### src/rtl/xsvi_timing_pkg.sv
// rtl/xsvi_timing_pkg.sv - shared timing defaults, counter widths and pipeline types for the XSVI video generator
// Purpose: single home for 800x600@60 timing defaults, image window size, background colour,
//          counter widths and the stage-1 flag bundle used by xsvi_video_gen.
// Ports:   none (package).
package xsvi_timing_pkg;

    localparam int X_W = 11;
    localparam int Y_W = 10;

    localparam int DEF_H_TOTAL = 1056;
    localparam int DEF_H_SYNC  = 128;
    localparam int DEF_H_BACK  = 88;
    localparam int DEF_H_FRONT = 40;
    localparam int DEF_V_TOTAL = 628;
    localparam int DEF_V_SYNC  = 4;
    localparam int DEF_V_BACK  = 23;
    localparam int DEF_V_FRONT = 1;
    localparam int DEF_IMG_W   = 256;
    localparam int DEF_IMG_H   = 256;
    localparam logic [23:0] DEF_BG_COLOR = 24'h000000;

    typedef logic [X_W-1:0] cnt_x_t;
    typedef logic [Y_W-1:0] cnt_y_t;

    // Decode flags captured in stage 1 alongside rom_addr.
    typedef struct packed {
        logic valid;
        logic h_sync;
        logic v_sync;
        logic active;
        logic in_img;
        logic first;
    } stage1_t;

endpackage

### src/rtl/xsvi_pix_counter.sv
// rtl/xsvi_pix_counter.sv - horizontal/vertical pixel position counter with wrap and enable clear
// Purpose: cnt_x runs 0..H_TOTAL-1, cnt_y steps on each cnt_x wrap and runs 0..V_TOTAL-1.
//          Reset or en=0 parks both counters at 0 so a re-enable starts a clean frame.
// Ports:   i_clk    - pixel clock
//          i_rst    - synchronous active-high reset (priority over i_en)
//          i_en     - run enable
//          o_cnt_x  - horizontal position
//          o_cnt_y  - vertical position
module xsvi_pix_counter
    import xsvi_timing_pkg::*;
#(
    parameter int H_TOTAL = DEF_H_TOTAL,
    parameter int V_TOTAL = DEF_V_TOTAL
) (
    input  logic   i_clk,
    input  logic   i_rst,
    input  logic   i_en,
    output cnt_x_t o_cnt_x,
    output cnt_y_t o_cnt_y
);

    cnt_x_t r_cnt_x;
    cnt_y_t r_cnt_y;

    always_ff @(posedge i_clk) begin
        if (i_rst || !i_en) begin
            r_cnt_x <= '0;
            r_cnt_y <= '0;
        end else if (r_cnt_x == cnt_x_t'(H_TOTAL - 1)) begin
            r_cnt_x <= '0;
            r_cnt_y <= (r_cnt_y == cnt_y_t'(V_TOTAL - 1)) ? '0 : r_cnt_y + cnt_y_t'(1);
        end else begin
            r_cnt_x <= r_cnt_x + cnt_x_t'(1);
        end
    end

    assign o_cnt_x = r_cnt_x;
    assign o_cnt_y = r_cnt_y;

endmodule

### src/rtl/xsvi_video_gen.sv
// rtl/xsvi_video_gen.sv - XSVI timing generator streaming an image window from memory
// Purpose: decodes sync/active/image-window from the pixel counters, fetches pixels from an
//          image memory and drives XSVI video with a fixed 2-clock counter-to-output latency.
// Ports:   xsvi_pix_clk      - pixel clock
//          Bus2IP_Reset      - synchronous active-high reset
//          en                - run enable (encoder init done)
//          rom_addr          - image memory read address (registered, 0 outside the window)
//          rom_data          - image memory data, RGB 8:8:8, sampled one clock after rom_addr
//          xsvi_h_sync       - horizontal sync, active-low
//          xsvi_v_sync       - vertical sync, active-low
//          xsvi_video_active - data enable
//          xsvi_video_data   - pixel RGB
//          frame_start       - one-cycle pulse on the first pixel of each frame
module xsvi_video_gen
    import xsvi_timing_pkg::*;
#(
    parameter int H_TOTAL = DEF_H_TOTAL,
    parameter int H_SYNC  = DEF_H_SYNC,
    parameter int H_BACK  = DEF_H_BACK,
    parameter int H_FRONT = DEF_H_FRONT,
    parameter int V_TOTAL = DEF_V_TOTAL,
    parameter int V_SYNC  = DEF_V_SYNC,
    parameter int V_BACK  = DEF_V_BACK,
    parameter int V_FRONT = DEF_V_FRONT,
    parameter int IMG_W   = DEF_IMG_W,
    parameter int IMG_H   = DEF_IMG_H,
    parameter logic [23:0] BG_COLOR = DEF_BG_COLOR
) (
    input  logic        xsvi_pix_clk,
    input  logic        Bus2IP_Reset,
    input  logic        en,
    output logic [15:0] rom_addr,
    input  logic [23:0] rom_data,
    output logic        xsvi_h_sync,
    output logic        xsvi_v_sync,
    output logic        xsvi_video_active,
    output logic [23:0] xsvi_video_data,
    output logic        frame_start
);

    localparam int H_ACT_S = H_SYNC + H_BACK;
    localparam int H_ACT_E = H_TOTAL - H_FRONT;
    localparam int V_ACT_S = V_SYNC + V_BACK;
    localparam int V_ACT_E = V_TOTAL - V_FRONT;
    localparam logic [15:0] IMG_W16 = 16'(IMG_W);

    cnt_x_t      w_cnt_x;
    cnt_y_t      w_cnt_y;
    cnt_x_t      w_ax;
    cnt_y_t      w_ay;
    logic        w_active;
    logic        w_in_img;
    logic [15:0] w_addr;

    stage1_t     r_s1;
    logic [15:0] r_rom_addr;
    logic        r_h_sync;
    logic        r_v_sync;
    logic        r_active;
    logic [23:0] r_data;
    logic        r_frame_start;

    xsvi_pix_counter #(
        .H_TOTAL (H_TOTAL),
        .V_TOTAL (V_TOTAL)
    ) u_pix_counter (
        .i_clk   (xsvi_pix_clk),
        .i_rst   (Bus2IP_Reset),
        .i_en    (en),
        .o_cnt_x (w_cnt_x),
        .o_cnt_y (w_cnt_y)
    );

    assign w_active = (w_cnt_x >= cnt_x_t'(H_ACT_S)) && (w_cnt_x < cnt_x_t'(H_ACT_E)) &&
                      (w_cnt_y >= cnt_y_t'(V_ACT_S)) && (w_cnt_y < cnt_y_t'(V_ACT_E));
    // ax/ay wrap to large values before the active start; w_active masks that case.
    assign w_ax     = w_cnt_x - cnt_x_t'(H_ACT_S);
    assign w_ay     = w_cnt_y - cnt_y_t'(V_ACT_S);
    assign w_in_img = w_active && (w_ax < cnt_x_t'(IMG_W)) && (w_ay < cnt_y_t'(IMG_H));
    assign w_addr   = 16'(w_ax) + IMG_W16 * 16'(w_ay);

    // Stage 1: decode flags and memory address from the counters.
    always_ff @(posedge xsvi_pix_clk) begin
        if (Bus2IP_Reset) begin
            r_s1       <= '0;
            r_rom_addr <= '0;
        end else begin
            r_s1.valid  <= en;
            r_s1.h_sync <= (w_cnt_x >= cnt_x_t'(H_SYNC));
            r_s1.v_sync <= (w_cnt_y >= cnt_y_t'(V_SYNC));
            r_s1.active <= w_active;
            r_s1.in_img <= w_in_img;
            r_s1.first  <= (w_cnt_x == '0) && (w_cnt_y == '0);
            r_rom_addr  <= w_in_img ? w_addr : '0;
        end
    end

    // Stage 2: outputs; rom_data for the stage-1 address arrives in time for this edge.
    always_ff @(posedge xsvi_pix_clk) begin
        if (Bus2IP_Reset || !r_s1.valid) begin
            r_h_sync      <= 1'b1;
            r_v_sync      <= 1'b1;
            r_active      <= 1'b0;
            r_data        <= '0;
            r_frame_start <= 1'b0;
        end else begin
            r_h_sync      <= r_s1.h_sync;
            r_v_sync      <= r_s1.v_sync;
            r_active      <= r_s1.active;
            r_data        <= r_s1.in_img ? rom_data : (r_s1.active ? BG_COLOR : 24'h000000);
            r_frame_start <= r_s1.first;
        end
    end

    assign rom_addr          = r_rom_addr;
    assign xsvi_h_sync       = r_h_sync;
    assign xsvi_v_sync       = r_v_sync;
    assign xsvi_video_active = r_active;
    assign xsvi_video_data   = r_data;
    assign frame_start       = r_frame_start;

endmodule
### config.mk
export PLATFORM = sky130hd
export DESIGN_NAME = xsvi_video_gen
export DESIGN_NICKNAME = d
export VERILOG_FILES = /design/src/rtl/xsvi_timing_pkg.sv /design/src/rtl/xsvi_pix_counter.sv /design/src/rtl/xsvi_video_gen.sv
export SDC_FILE = /design/constraint.sdc
export NUM_CORES = 1
export LEC_CHECK = 0
export ABC_CLOCK_PERIOD_IN_PS = 3050
export CAP_MARGIN = 20
export CORE_MARGIN = 2
export CORE_UTILIZATION = 35
export DETAILED_ROUTE_END_ITERATION = 7
export MAX_ROUTING_LAYER = met4
export SYNTH_ARGS = -nofsm -noshare
export SYNTH_HDL_FRONTEND = slang
export SYNTH_SLANG_ARGS = --single-unit
### constraint.sdc
create_clock -name xsvi_pix_clk -period 3.05 [get_ports xsvi_pix_clk]
set_input_delay 0.305 -clock xsvi_pix_clk [delete_from_list [all_inputs] [get_ports xsvi_pix_clk]]
set_output_delay 0.305 -clock xsvi_pix_clk [all_outputs]
set_load 0.02 [all_outputs]
After elaboration in Yosys (flattened, before gate mapping)

Cells that the tools add are included.

$add $sub $neg: 5
Multiply operators: 0
Divide/modulo/power cells: 0
$lt $le $gt $ge: 8
Equal/unequal tests: 2
Shifts and indexed selects: 0
Mux-type cells: 1
Bitwise operators: 2
Reduce and logical (&&, ||, !) cells: 15

Operators by type and width:

| cell                                                                | count |
|---|---|
| greater-or-equal comparator 11 x 8 -> 1 bit (second input constant) | 2 |
| adder 11 x 16 -> 16 bit                                             | 1 |
| adder 11 x 1 -> 11 bit (second input constant)                      | 1 |
| == test 11 bit (second input constant)                              | 1 |
| zero test 11 bit                                                    | 1 |
| less-than comparator 11 x 10 -> 1 bit (second input constant)       | 1 |
| less-than comparator 11 x 9 -> 1 bit (second input constant)        | 1 |
| subtractor 11 x 8 -> 11 bit (second input constant)                 | 1 |
| adder 10 x 1 -> 10 bit (second input constant)                      | 1 |
| == test 10 bit (second input constant)                              | 1 |
| greater-or-equal comparator 10 x 3 -> 1 bit (second input constant) | 1 |
| greater-or-equal comparator 10 x 5 -> 1 bit (second input constant) | 1 |
| zero test 10 bit                                                    | 1 |
| less-than comparator 10 bit (second input constant)                 | 1 |
| less-than comparator 10 x 9 -> 1 bit (second input constant)        | 1 |
| 2-to-1 mux 10 bit                                                   | 1 |
| subtractor 10 x 5 -> 10 bit (second input constant)                 | 1 |
| logical AND 1 bit                                                   | 6 |
| OR reduction 2 bit                                                  | 3 |
| zero test 1 bit                                                     | 2 |
| logical OR 1 bit                                                    | 2 |
| NOT 1 bit                                                           | 2 |

Register bits after elaboration: 71
Bits in latches: 0
RAM bits: 0
Bits in read-only memories: 0
Output and inout port bits: 44
Memories kept: 0

Longest topological paths before layout

Gate-level depths: netlist (run 1).

Depth after elaboration: 8
Mapped depth: 11

Modules after synthesis

From an unflattened synthesis (run 1), not the netlist that was laid out.

Cells, all modules: 321
Area, all modules: 3015.4 um2

Modules (own cells, without submodules):

| module           | times used | cells each | area an instance (um2) |
|---|---|---|---|
| xsvi_video_gen   | 1          | 216        | 2067.0 |
| xsvi_pix_counter | 1          | 105        | 948.4 |

Worst setup path after synthesis (run 1)

OpenSTA, ideal clock, no wires.

Path type: reg2reg
From: register u_pix_counter.r_cnt_y[0], in the netlist u_pix_counter.o_cnt_y[0]
To: register r_rom_addr[14], in the netlist rom_addr[14]
Setup time: 72 ps
Arrival time: 2468 ps
Required time: 2978 ps
Path slack: 510 ps
Cell stages (with the launch flop): 11
Buffers on the path: 2
Period minus slack after synthesis: 2540 ps
Cell sequence: dfxtp_1 ha_1 clkbuf_1 xnor2_1 ha_1 buf_1 and3_1 mux2i_1 a32oi_1 or4_1 a21oi_1

Word-level cells in the longest chain between the ends: 7
Elaborated cells on any way between the ends: 11
Those cells by class: add/sub (2); order compare (3); bitwise (1); reduce/logical (5)

Ends and longest elaborated chain:

| item                                                                | line                   | RTL |
|---|---|---|
| start: declaration                                                  | xsvi_pix_counter.sv:23 | `cnt_y_t r_cnt_y;` |
| start signal: assignment                                            | xsvi_pix_counter.sv:31 | `r_cnt_y <= (r_cnt_y == cnt_y_t'(V_TOTAL - 1)) ? '0 : r_cnt_y + cnt_y_t'(1);` |
| branches (longest 7 deep; another with subtractor 10 x 5 -> 10 bit) | n/a                    |  |
| end signal: assignment                                              | xsvi_video_gen.sv:94   | `r_rom_addr <= w_in_img ? w_addr : '0;` |
| end: declaration                                                    | xsvi_video_gen.sv:56   | `logic [15:0] r_rom_addr;` |

Parallel ways; which one is timed is not known.
A chain may end at the register's enable or synchronous reset.

Worst setup path after layout (run 1)

From: register u_pix_counter.r_cnt_x[6], in the netlist u_pix_counter.o_cnt_x[6]
To: register r_rom_addr[14], in the netlist rom_addr[14]

Word-level cells in the longest chain between the ends: 8
Elaborated cells on any way between the ends: 12
Those cells by class: add/sub (2); order compare (3); bitwise (1); reduce/logical (6)

Ends and longest elaborated chain:

| item                                                                | line                   | RTL |
|---|---|---|
| start: declaration                                                  | xsvi_pix_counter.sv:22 | `cnt_x_t r_cnt_x;` |
| start signal: assignment                                            | xsvi_pix_counter.sv:33 | `r_cnt_x <= r_cnt_x + cnt_x_t'(1);` |
| branches (longest 8 deep; another with subtractor 11 x 8 -> 11 bit) | n/a                    |  |

Parallel ways; which one is timed is not known.

==> results of run 1 <==
## worst max-delay path, cell delays in order, from the launching register on
cell and delay (ns):
dfxtp_1 0.57, nand2_4 0.10, or3_4 0.40, and2_1 0.17, ha_1 0.24, ha_1 0.22
a21oi_1 0.24, a32oi_1 0.15, or4_1 0.40, a21oi_1 0.14
## cell type report
class / instances / share of cell area [%]
Tap cell: 108 / 3.29
Clock buffer: 9 / 3.02
Sequential cell: 71 / 34.7
Inverter: 17 / 1.56
Timing Repair Buffer: 72 / 17.4
Clock inverter: 7 / 1.53
Multi-Input combinational cell: 235 / 38.5
## worst max-delay path by stage
stage                                     startpoint                      end  slack, ns
2_1_floorplan  u_pix_counter.o_cnt_y[0]$_SDFFE_PP0P_  rom_addr[14]$_SDFF_PP0_       0.51
3_3_place_gp     u_pix_counter.o_cnt_x[6]$_SDFF_PP0_  rom_addr[14]$_SDFF_PP0_       0.39
3_5_place_dp     u_pix_counter.o_cnt_x[6]$_SDFF_PP0_  rom_addr[14]$_SDFF_PP0_       0.34
4_1_cts          u_pix_counter.o_cnt_x[6]$_SDFF_PP0_  rom_addr[14]$_SDFF_PP0_       0.32
5_1_grt          u_pix_counter.o_cnt_x[6]$_SDFF_PP0_  rom_addr[12]$_SDFF_PP0_       0.04
6_report         u_pix_counter.o_cnt_x[6]$_SDFF_PP0_  rom_addr[14]$_SDFF_PP0_       0.34
## metrics by stage
step	util (%)	total power [mW]	cells	cell area, um2	hold WS, ns
finish	46.6	1.71	519	4100	0.399
global route	46.6	1.78	519	4100	0.428
CTS	46.6	1.73	519	4100	0.414
detailed placement	44.5	1.01	503	3920	0.396
global placement	44.5	1.01	503	3920	0.393
floorplan	-	0.968	349	3190	0.374
## cell usage in the layout, fill, tap and decap left out, types with 13 or more instances in the layout
cell type / instances
clkdlybuf4s50_1: 70
dfxtp_1: 71
nor3_1: 14
and3_1: 30
nor2_1: 34
nand2_1: 16
xnor2_1: 15
a21oi_1: 13
inv_1: 17
## registers in the layout, indices dropped and copies added (netlist names)
signal	cells
u_pix_counter.o_cnt_y	10
rom_addr	16
r_s1	6
xsvi_h_sync	1
xsvi_video_data	24
xsvi_video_active	1
u_pix_counter.o_cnt_x	11
frame_start	1
xsvi_v_sync	1
## cell families after synthesis
family | count (synthesis) | synth area share, %
buffers and inverters | 43 | 6.07
muxes | 3 | 0.940
adders and majority gates | 9 | 3.53
xor gates and xnor gates | 23 | 6.31
DFF | 71 | 44.5
AOI/OAI and AO/OA | 57 | 14.1
and+or+nand+nor | 143 | 24.6
## power by group
group          switching (mW)  total [mW]  leakage [nW]  internal, mW
Sequential            0.00236       0.933         0.573         0.930
Clock                   0.408       0.720        0.0927         0.312
Combinational          0.0199      0.0559         0.983        0.0359
## per-layer routing
metal | track usage, % | share of wire (%) | wire (um)
met5 | - | 0 | 0
met4 | 6.01 | 1.6 | 114
met3 | 3.16 | 5.4 | 392
met2 | 23.1 | 43 | 3130
met1 | 20.2 | 50 | 3590
## synth_stat cells, types with 2 or more instances
cell type / count / share of area [%]
nor3_1: 14 / 2.2
buf_2: 2 / 0.31
nor4_1: 3 / 0.59
nand3_1: 8 / 1.3
and4_1: 3 / 0.82
and2_1: 5 / 0.98
nand2b_1: 4 / 0.78
clkbuf_1: 17 / 2.0
buf_4: 2 / 0.47
mux2i_1: 3 / 0.94
nand2_1: 16 / 1.9
o311ai_0: 2 / 0.55
buf_1: 2 / 0.24
a21boi_0: 3 / 0.71
xor2_1: 8 / 2.2
o21ai_0: 9 / 1.4
a211oi_1: 5 / 1.2
ha_1: 9 / 3.5
xnor2_1: 15 / 4.1
nand4_1: 6 / 1.2
o2111ai_1: 4 / 1.1
inv_1: 17 / 2.0
o211a_4: 2 / 1.1
nor2_1: 34 / 4.0
dfxtp_1: 71 / 44
and3_1: 30 / 5.9
a21o_1: 2 / 0.47
a21oi_1: 13 / 2.0
buf_6: 3 / 1.1
or4_1: 4 / 0.94
or3_1: 4 / 0.78
nand3b_1: 2 / 0.47
==> summary.txt, run 1 <==
Timing
  – Slew Limit Headroom: 48.8%
  – Fin crit period: 2.71 ns
  – Final worst-path cycle share: 89.0%
  – Setup TNS: 0 ns
  – Final setup vio count: 0
  – Slew Limit Fails: 0
  – Worst setup margin: 0.336 ns
  – RSZ-0062 raised after global routing: no
  – Worst Tran Pin Value: 0.766 ns
  – Hold Fails Final Rpt: 0
  – Clock skew: 0.0143 ns
  – F_max: 0.368 GHz

Final layout
  – Nets: 442
  – Diodes inserted: 0
  – FF+latch area: 1420 um2
  – Filler cells: 900
  – Area delta synth->final: 28.4%
  – Multi-input logic area: 1580 um2
  – Fraction of layout cells with a size suffix above 1: 7.06%

GRT
  – Number of global-route vias before repair: 2416
  – Largest net degree at the start of global routing: 29
  – Initial antenna violation count: 0
  – Total grt overflow: 0
  – GRT Util Overall: 15.3%
  – First-pass GRT wire length: 11800 um

Synth
  – Number of flops mapped to enable cells by yosys: 0
  – Main flop type after synthesis: dfxtp_1
  – Share of flip-flops with an asynchronous set or reset: 0%
  – Seq/Total Area, Yosys: 44.5%
  – Cell count after synthesis: 349
  – Yosys warning total: 0
  – Syn_area_per_cell: 9.15 um2
  – Netlist cell types: 59
  – Flops & latches, synth: 71
  – Synthesized area: 3190 um2
  – Mapped Nets: 385

Setup path
  – CP max FO: 9
  – Setup crit end kind: register
  – Reg2Reg Setup Slack: 0.34 ns
  – Worst r2r src: u_pix_counter.o_cnt_x[6]$_SDFF_PP0_
  – Crit path required time: 3.33 ns
  – Reg2Reg Depth: 9
  – Crit Path Class: register to register
  – CP arrival: 2.99 ns
  – Reg2reg end: rom_addr[14]$_SDFF_PP0_
  – Worst setup SP type: register

Die
  – Placement Rows: 34
  – Die Footprint: 9910 um2
  – Die Ht: 99.5 um
  – Initial Utilization: 36.3%
  – Die width: 99.5 um
  – Core Region: 8810 um2
  – Num ports: 71

Drt
  – Final ANT Viol Nets: 0
  – Post-Route WL: 7230 um
  – Residual DRC count: 0
  – Via/cell ratio: 5.08
  – WL per Instance: 13.9 um
  – Initial DRC Count: 136
  – Routed via count: 2637
  – TritonRoute pass-1 iters: 4

Clock network
  – CTS tree: built
  – H-Tree Level Count: 3
  – Post-CTS setup buffers: 0
  – Post-CTS Hold Fix Bufs: 0
  – Clock transition at path regs: 0.10 ns
  – PostCTS Resize Cnt: 0
  – Clk sinks: 71
  – Clk_lat worst skew: 0.36 ns
  – Root Driver: clkbuf_8
  – CTS buffer count: 9
  – Clk buf depth: 2

Run status
  – Status: finished clean

Power and ir drop
  – LEAKAGE: 1.65 nW
  – Max VDD drop: 0.180 mV
  – Power per cell area: 416 nW/um2

Hold path
  – Min-Delay Path Depth: 1
  – Hold EP: xsvi_v_sync$_SDFF_PP1_
  – Min-delay src: r_s1[3]$_SDFF_PP0_
  – Hold Crit Class: register to register

Run
  – Maxcap violations: 0

Placed design
  – Port bufs: 70
  – Pre-CTS WS: 0.343 ns
  – Routability cong.: 0.853
  – Post-detailed-placement half-perimeter wirelength: 5180 um
Power figures use the tool's default switching activity.
==> inputs of run 2 (changes only) <==
CORE_MARGIN = 8   (was 2)
==> summary.txt, run 2 (synthesis gave the netlist of run 1 again) <==
Timing
  – Slew Limit Headroom: 49.2% (+0.43 points)
  – Worst Tran Pin Value: 0.760 ns (-0.00647 ns)
  – Final setup vio count: 0 (unchanged)
  – Setup TNS: 0 ns (unchanged)
  – Fin crit period: 2.75 ns (+0.0367 ns)
  – Slew Limit Fails: 0 (unchanged)
  – Hold Fails Final Rpt: 0 (unchanged)
  – RSZ-0062 raised after global routing: no
  – Worst setup margin: 0.299 ns (-0.0367 ns)
  – Clock skew: 0.00918 ns (-0.00513 ns)
  – F_max: 0.364 GHz (-1.3%)
  – Final worst-path cycle share: 90.2% (+1.2 points)

Setup path
  – CP arrival: 2.94 ns (-0.05 ns)
  – Setup crit end kind: register
  – Worst setup SP type: register
  – Reg2reg end: rom_addr[12]$_SDFF_PP0_
  – Crit Path Class: register to register
  – Reg2Reg Depth: 9 (unchanged)
  – Reg2Reg Setup Slack: 0.30 ns (-0.04 ns)
  – Launch point of the worst path: u_pix_counter.o_cnt_x[6]$_SDFF_PP0_
  – CP Capture Point: rom_addr[12]$_SDFF_PP0_
  – Worst r2r src: u_pix_counter.o_cnt_x[6]$_SDFF_PP0_
  – CP max FO: 9 (unchanged)
  – Crit path required time: 3.24 ns (-0.09 ns)

Clock network
  – CTS tree: built
  – Post-CTS Hold Fix Bufs: 0 (unchanged)
  – Root Driver: clkbuf_8
  – Clk sinks: 71 (unchanged)
  – CTS buffer count: 9 (unchanged)
  – Clk buf depth: 2 (unchanged)
  – H-Tree Level Count: 3 (unchanged)
  – PostCTS Resize Cnt: 0 (unchanged)
  – Clk_lat worst skew: 0.34 ns (-0.02 ns)
  – Clock transition at path regs: 0.08 ns (-0.02 ns)
  – Post-CTS setup buffers: 0 (unchanged)

Die
  – Placement Rows: 35 (+2.9%)
  – Num ports: 71 (unchanged)
  – Initial Utilization: 35.2% (-1.0 points)
  – Die Ht: 112 um (+12%)
  – Die Footprint: 12400 um2 (+26%)
  – Die width: 112 um (+12%)
  – Core Region: 9060 um2 (+2.9%)

Placed design
  – Placed Area: 3920 um2 (about the same)
  – Post-detailed-placement half-perimeter wirelength: 5700 um (+10%)
  – Routability cong.: 0.816 (-4.4%)
  – Pre-CTS WS: 0.332 ns (-0.0109 ns)
  – Port bufs: 70 (unchanged)

Final layout
  – Fraction of layout cells with a size suffix above 1: 7.06% (unchanged)
  – Diodes inserted: 0 (unchanged)
  – Filler cells: 909 (+1.0%)
  – Most common library cell in the layout ignoring fill and taps: dfxtp_1
  – Number of flip-flops in the largest register: 24 (unchanged)
  – Finished Cell Area: 4150 um2 (+1.1%)
  – Area delta synth->final: 29.8%
  – Commonest cells after routing, fill and taps aside: 71 x dfxtp_1, 70 x clkdlybuf4s50_1, 34 x nor2_1
  – Nets: 442 (unchanged)

Power and ir drop
  – Tot Pwr: 1.85 mW (+8.2%)
  – Max VDD drop: 0.313 mV (+74%)
  – Power per cell area: 446 nW/um2 (+7.0%)
  – LEAKAGE: 1.67 nW (+1.3%)

Hold path
  – Hold Crit Class: register to register

Drt
  – Final ANT Viol Nets: 0 (unchanged)
  – Post-Route WL: 7780 um (+7.7%)
  – Initial DRC Count: 103 (-24%)
  – TritonRoute pass-1 iters: 4 (unchanged)
  – Via/cell ratio: 5.02 (-1.2%)
  – WL per Instance: 14.9 um (+7.1%)
  – Residual DRC count: 0 (unchanged)
  – Routed via count: 2620 (-0.64%)

GRT
  – Number of global-route vias before repair: 2514 (+4.1%)
  – Total grt overflow: 0 (unchanged)
  – GRT Util Overall: 13.1% (-2.2 points)
  – Largest net degree at the start of global routing: 29 (unchanged)
  – First-pass GRT wire length: 13000 um (+10%)
  – Initial antenna violation count: 0 (unchanged)

Run
  – Maxcap violations: 0 (unchanged)

Run status
  – Status: finished clean
[run 2: cell types whose count changed in the layout (fill, tap and decap cells not counted), sizes merged]
cell	previous run	this run
inv	21	20
bufinv	0	2
clkinvlp	1	0
[run 2: where the power goes]
| part | internal, mW | switching, mW | total, mW |
|---|---|---|---|
| clock network | 0.472 | 0.387 | 0.859 |
| registers | 0.930 | 0.00273 | 0.933 |
| logic | 0.0361 | 0.0197 | 0.0558 |
[run 2: through the flow]
| step | util, % | hold slack, ns | std cells |
|---|---|---|---|
| 6_report | 45.7 | 0.409 | 522 |
| 5_1_grt | 45.7 | 0.421 | 522 |
| 4_1_cts | 45.7 | 0.413 | 522 |
| 3_5_place_dp | 43.2 | 0.393 | 506 |
| 3_3_place_gp | 43.2 | 0.398 | 506 |
| 2_1_floorplan | - | 0.374 | 349 |
[run 2: worst min-delay path by stage]
| stage | start | endpoint | cells after the start |
|---|---|---|---|
| after floorplan | Bus2IP_Reset | r_s1[4]$_SDFF_PP0_ | 1 |
| after global placement | r_s1[4]$_SDFF_PP0_ | xsvi_h_sync$_SDFF_PP1_ | 1 |
| after detailed placement | r_s1[4]$_SDFF_PP0_ | xsvi_h_sync$_SDFF_PP1_ | 1 |
| after CTS | r_s1[4]$_SDFF_PP0_ | xsvi_h_sync$_SDFF_PP1_ | 1 |
| after global routing | r_s1[4]$_SDFF_PP0_ | xsvi_h_sync$_SDFF_PP1_ | 1 |
| final | r_s1[4]$_SDFF_PP0_ | xsvi_h_sync$_SDFF_PP1_ | 1 |
[run 2: final cells by class]
type                       count  area [um2]  share of cell area [%]
clock buffer                   9         124                    2.99
clock inverter                 7         103                    2.48
inverter                      17        63.8                    1.54
multi-input combinational    235        1580                    38.1
sequential                    71        1420                    34.3
tap                          111         139                    3.35
timing repair buffer          72         716                    17.3
[run 2: per-layer routing]
metal | share of wire [%] | global-route usage, % | wire length [um] | vias up
met5 | 0 | - | 0 | -
met4 | 0.64 | 3.92 | 50 | 0
met3 | 5.8 | 4.76 | 452 | 4
met2 | 40 | 17.4 | 3120 | 80
met1 | 53 | 18.0 | 4150 | 1193
li1 | - | - | - | 1343
[run 2: worst max-delay path, cell delays in order, from the launching register on]
cell and delay, ns:
dfxtp_1 0.58, nand2_4 0.11, or3_4 0.40, and2_1 0.17
ha_1 0.24, ha_1 0.21, a21oi_1 0.24, nand2_1 0.12
a2111oi_0 0.43, a21oi_1 0.11
